$ cat config.mk
export PLATFORM = sky130hd
export DESIGN_NAME = instr_loader
export DESIGN_NICKNAME = d
export VERILOG_FILES = /design/src/rtl/loader_pkg.sv /design/src/rtl/instr_loader.sv
export SDC_FILE = /design/constraint.sdc
export NUM_CORES = 1
export LEC_CHECK = 0
export CAP_MARGIN = 20
export CORE_ASPECT_RATIO = 1.5
export CORE_MARGIN = 5
export CORE_UTILIZATION = 54
export DETAILED_ROUTE_END_ITERATION = 10
export PLACE_DENSITY_LB_ADDON = 0.15
export SYNTH_ARGS = -nofsm -noshare
export SYNTH_HDL_FRONTEND = slang
export SYNTH_SLANG_ARGS = --single-unit
$ cat constraint.sdc
create_clock -name clk -period 3.7 [get_ports clk]
set_input_delay 0.925 -clock clk [delete_from_list [all_inputs] [get_ports clk]]
set_output_delay 0.925 -clock clk [all_outputs]
set_load 0.02 [all_outputs]
$ cat src/rtl/loader_pkg.sv
// rtl/loader_pkg.sv - shared types and constants for the instruction loader
package loader_pkg;

  localparam int W = 9;
  localparam logic [7:0] HI_RSVD_MASK = 8'hFE;

  typedef enum logic [2:0] {IDLE, LO, HI, WRITE, DONE} state_t;

endpackage

$ cat src/rtl/instr_loader.sv
// rtl/instr_loader.sv - packs byte pairs into 9-bit words and writes them
// to the instruction store at consecutive addresses from a base.
module instr_loader
  import loader_pkg::*;
#(
  parameter int D = 12
) (
  input  logic         clk,
  input  logic         reset,
  input  logic         start,
  input  logic [D-1:0] base_addr,
  input  logic [D:0]   word_count,
  input  logic [7:0]   byte_in,
  input  logic         byte_valid,
  output logic         byte_ready,
  output logic         wr_en,
  output logic [D-1:0] wr_addr,
  output logic [W-1:0] wr_data,
  output logic         busy,
  output logic         done,
  output logic         error,
  output logic [W-1:0] checksum
);

  state_t       state, state_next;
  logic [D-1:0] base_q;
  logic [D:0]   count_q;
  logic [D:0]   index_q;
  logic [7:0]   lo_q;
  logic         hi_bad;
  logic         last_word;

  assign hi_bad    = (byte_in & HI_RSVD_MASK) != 8'h00;
  assign last_word = (index_q + {{D{1'b0}}, 1'b1}) == count_q;

  always_ff @(posedge clk or posedge reset) begin
    if (reset) state <= IDLE;
    else       state <= state_next;
  end

  always_comb begin
    state_next = state;
    byte_ready = 1'b0;
    wr_en      = 1'b0;
    busy       = 1'b0;
    done       = 1'b0;
    case (state)
      IDLE: begin
        if (start) state_next = (word_count == '0) ? DONE : LO;
      end
      LO: begin
        byte_ready = 1'b1;
        busy       = 1'b1;
        if (byte_valid) state_next = HI;
      end
      HI: begin
        byte_ready = 1'b1;
        busy       = 1'b1;
        if (byte_valid) state_next = hi_bad ? DONE : WRITE;
      end
      WRITE: begin
        wr_en      = 1'b1;
        busy       = 1'b1;
        state_next = last_word ? DONE : LO;
      end
      DONE: begin
        done       = 1'b1;
        state_next = IDLE;
      end
      default: state_next = IDLE;
    endcase
  end

  // wr_addr/wr_data are loaded on the HI accept so they are registered
  // for the whole WRITE cycle and simply hold afterwards.
  always_ff @(posedge clk or posedge reset) begin
    if (reset) begin
      base_q   <= '0;
      count_q  <= '0;
      index_q  <= '0;
      lo_q     <= '0;
      wr_addr  <= '0;
      wr_data  <= '0;
      error    <= 1'b0;
      checksum <= '0;
    end else begin
      case (state)
        IDLE: begin
          if (start) begin
            base_q   <= base_addr;
            count_q  <= word_count;
            index_q  <= '0;
            error    <= 1'b0;
            checksum <= '0;
          end
        end
        LO: begin
          if (byte_valid) lo_q <= byte_in;
        end
        HI: begin
          if (byte_valid) begin
            if (hi_bad) begin
              error <= 1'b1;
            end else begin
              wr_addr <= base_q + index_q[D-1:0];
              wr_data <= {byte_in[0], lo_q};
            end
          end
        end
        WRITE: begin
          checksum <= checksum + wr_data;
          index_q  <= index_q + {{D{1'b0}}, 1'b1};
        end
        default: ;
      endcase
    end
  end

endmodule
==> run metrics <==
status=complete, no violations; synthesized net count=between 400 and 500; largest net degree at the start of global routing=46; Final Setup Violations=0; main combinational cell family by area after synthesis=simple AND/OR/NAND/NOR gates; Tcrit/Tclk final=0.8798; Mapped Cells=440; register share of total power=0.380; Root Driver=clkbuf_16; Starting Density=0.5449; Worst Hold Path Cells=2; number of diodes=0; combinational power share=0.345; Crit path largest cell delay=0.61 ns; part of the Yosys area used for sequential elements=0.4421; endpoints failing hold=0; multiplexer area fraction after synthesis=0.1111; CP max-delay cell=clkdlybuf4s50_1; Total GRT Usage=0.2181; crit path cell chain=nand2_1, or2_2, inv_1, clkdlybuf4s50_1; predominant post-synthesis flop cell=dfrtp_1; maximum VDD drop=0.0004392 V; most frequent cells in the layout=dfrtp_1 (80), clkdlybuf4s50_1 (71), mux2_2 (42), nand2_1 (40), o21ai_0 (35); nets=568; DRC=0; layout cells sized above 1=0.1518; I/O pin cnt=between 70 and 80; Die Height=122.2 µm; Critical Path AT=around 2.3 ns; Rel. slew slack=0.4925; RSZ-0062 raised after global routing=false; CTS tree=yes; Post-CTS Resized=0; DR iter-0 viols=between 200 and 250; Critical Path End Type=primary output; final cell count without fillers=621; R2R Path Start=index_q[0]; net switching power=between 1 and 1.5 mW; crit path time final=3.255 ns; clock slew at reported path FFs=about 0.060 ns; placed insts=between 600 and 700; clk_skew=around 0.0064 ns; Slew Viols, Final=0; H-tree depth=3; postcts setup bufs=0; detail-routed via count per cell=5.778; clk sinks=80; Seq cells post-synth=80; Synth Area in Simple Gates=0.1531; Slew @ Worst Pin=0.7612 ns; CP Max Fanout=23; routed len/inst=between 15 and 20 µm; CTS Buf Count=9; Initial DRT Pass Iterations=5; GP Congestion=roughly 0.88; die span in x=84.77 µm; setup TNS=0 ns; worst hold path type=reg -> reg; crit path launch type=register; CP endpoint=wr_en; complex-gate fraction of the synthesized area=0.1307; switching portion of total power=0.3246; area of the multi-input gates=2387 µm²; cell area power density=a little over 600 nW/µm²; Yosys cell types=between 50 and 60; FF-to-FF End=state[2]; R2R depth=7; FF/Latch Area=2002 µm²; total overflow reported by the global router=0; Post-Syn Area=4528 µm²; post-route setup slack=~0.44 ns; adder-cell share of the synthesized area=0.06411; clock power share=0.275; antenna-violating nets left=0; via count=3588; Final HPWL DP=7.709 mm; Leak Pwr=around 2.5 nW; Cell Rows=a little over 40; Post-synth EDFFs=0; fill count=670; WHS=~0.47 ns; P_int=2.325 mW; initial antenna violation count=0; vias in the first global route=between 3000 and 4000; Port Buffers=71; final WL=around 10 mm; first-pass GRT wire length=roughly 18 mm; FF-to-FF setup slack=roughly 0.92 ns; worst slack, placed=between 0.6 and 0.7 ns; XOR/XNOR Fraction of Synth Area=0.06687; Clock Latency Late Sink=about 0.34 ns; worst-case clock buffer depth=2; syn_area_per_cell=~10 µm²; Yosys warning count=0; FMAX=between 300 and 400 MHz; Core Area=8310 µm²; area delta synth->final=25.06%; CP Class=reg -> out; crit path launch=state[1]; Die ar.=10350 µm²; ys async rst share=1.000; hold_buf cts=0; worst endpoint required time=~2.8 ns; most common cell after layout, fill and taps aside=dfrtp_1; Max Cap Viol=0
==> worst min-delay path by stage <==
stage,from,to,slack (ns)
floorplan,lo_q[7],wr_data[7],0.48
global placement,wr_addr[5],wr_addr[5],0.46
detailed placement,wr_addr[5],wr_addr[5],0.47
CTS,wr_addr[5],wr_addr[5],0.48
global route,wr_addr[4],wr_addr[4],0.51
finish,wr_addr[5],wr_addr[5],0.47
==> critical path: cells and delay by family (launching register included) <==
family                 cells  cell delay (ns)
buffers and inverters      2             0.76
flip-flops                 1             0.60
AND/OR/NAND/NOR            2             0.63
==> area by class of cell <==
class / count / area share
Clock inverter: 3 / 0.01149
Tap cell: 107 / 0.02364
Clock buffer: 13 / 0.04419
Multi-Input combinational cell: 327 / 0.4216
Sequential cell: 80 / 0.3535
Inverter: 10 / 0.006849
Timing Repair Buffer: 81 / 0.1388
==> flip-flops by register name (all words and copies together), names as in the netlist <==
name and count:
wr_data 9, state 3, wr_addr 12, count_q 13
lo_q 8, checksum 9, index_q 13, base_q 12
error 1
==> synth_stat cells (4+ instances only) <==
cell type / n / area (µm²)
dfrtp_1: 80 / 2002
nand4_1: 6 / 37.54
nor2_1: 29 / 108.9
a21oi_1: 15 / 75.07
inv_1: 10 / 37.54
a21o_1: 5 / 37.54
xnor2_1: 16 / 140.1
xor2_1: 16 / 140.1
buf_4: 4 / 30.03
nor3b_1: 6 / 45.04
clkbuf_1: 12 / 45.04
nand3_1: 13 / 65.06
nor4_1: 4 / 25.02
mux2_2: 42 / 473.0
ha_1: 20 / 250.2
buf_2: 5 / 25.02
o21a_1: 4 / 30.03
o21ai_0: 35 / 175.2
nand2_1: 40 / 150.1
or2_2: 4 / 25.02
o211ai_1: 6 / 45.04
nor3_1: 12 / 60.06
==> logic make-up after synthesis <==
logic type | count (synthesis)
DFF | 80
and+or+nand+nor | 135
adders and majority gates | 22
muxes | 45
AOI/OAI and AO/OA | 92
buffers and inverters | 33
xor gates and xnor gates | 33
==> power groups by stage <==
stage | clock [mW] | sequential, mW | combinational [mW]
2_1_floorplan | 0 | 1.26 | 0.875
3_3_place_gp | 0 | 1.32 | 1.15
3_5_place_dp | 0 | 1.33 | 1.19
4_1_cts | 0.958 | 1.31 | 1.20
5_1_grt | 1.00 | 1.35 | 1.31
6_report | 0.946 | 1.31 | 1.19
==> stage by stage <==
| step | util | area, µm² | power, mW |
|---|---|---|---|
| final | 0.6814 | 5663 | 3.442 |
| after global routing | 0.6814 | 5663 | 3.663 |
| after CTS | 0.6814 | 5663 | 3.470 |
| after detailed placement | 0.6435 | 5348 | 2.516 |
| after global placement | 0.6435 | 5348 | 2.467 |
| after floorplan | - | 4528 | 2.140 |
==> routing by layer <==
metal	GRT usage	share of wire
met3	0.04736	0.042
met5	0	0
met1	0.2381	0.38
met2	0.4039	0.55
met4	0.09010	0.025
No activity file was read; power rests on OpenSTA's default activity.
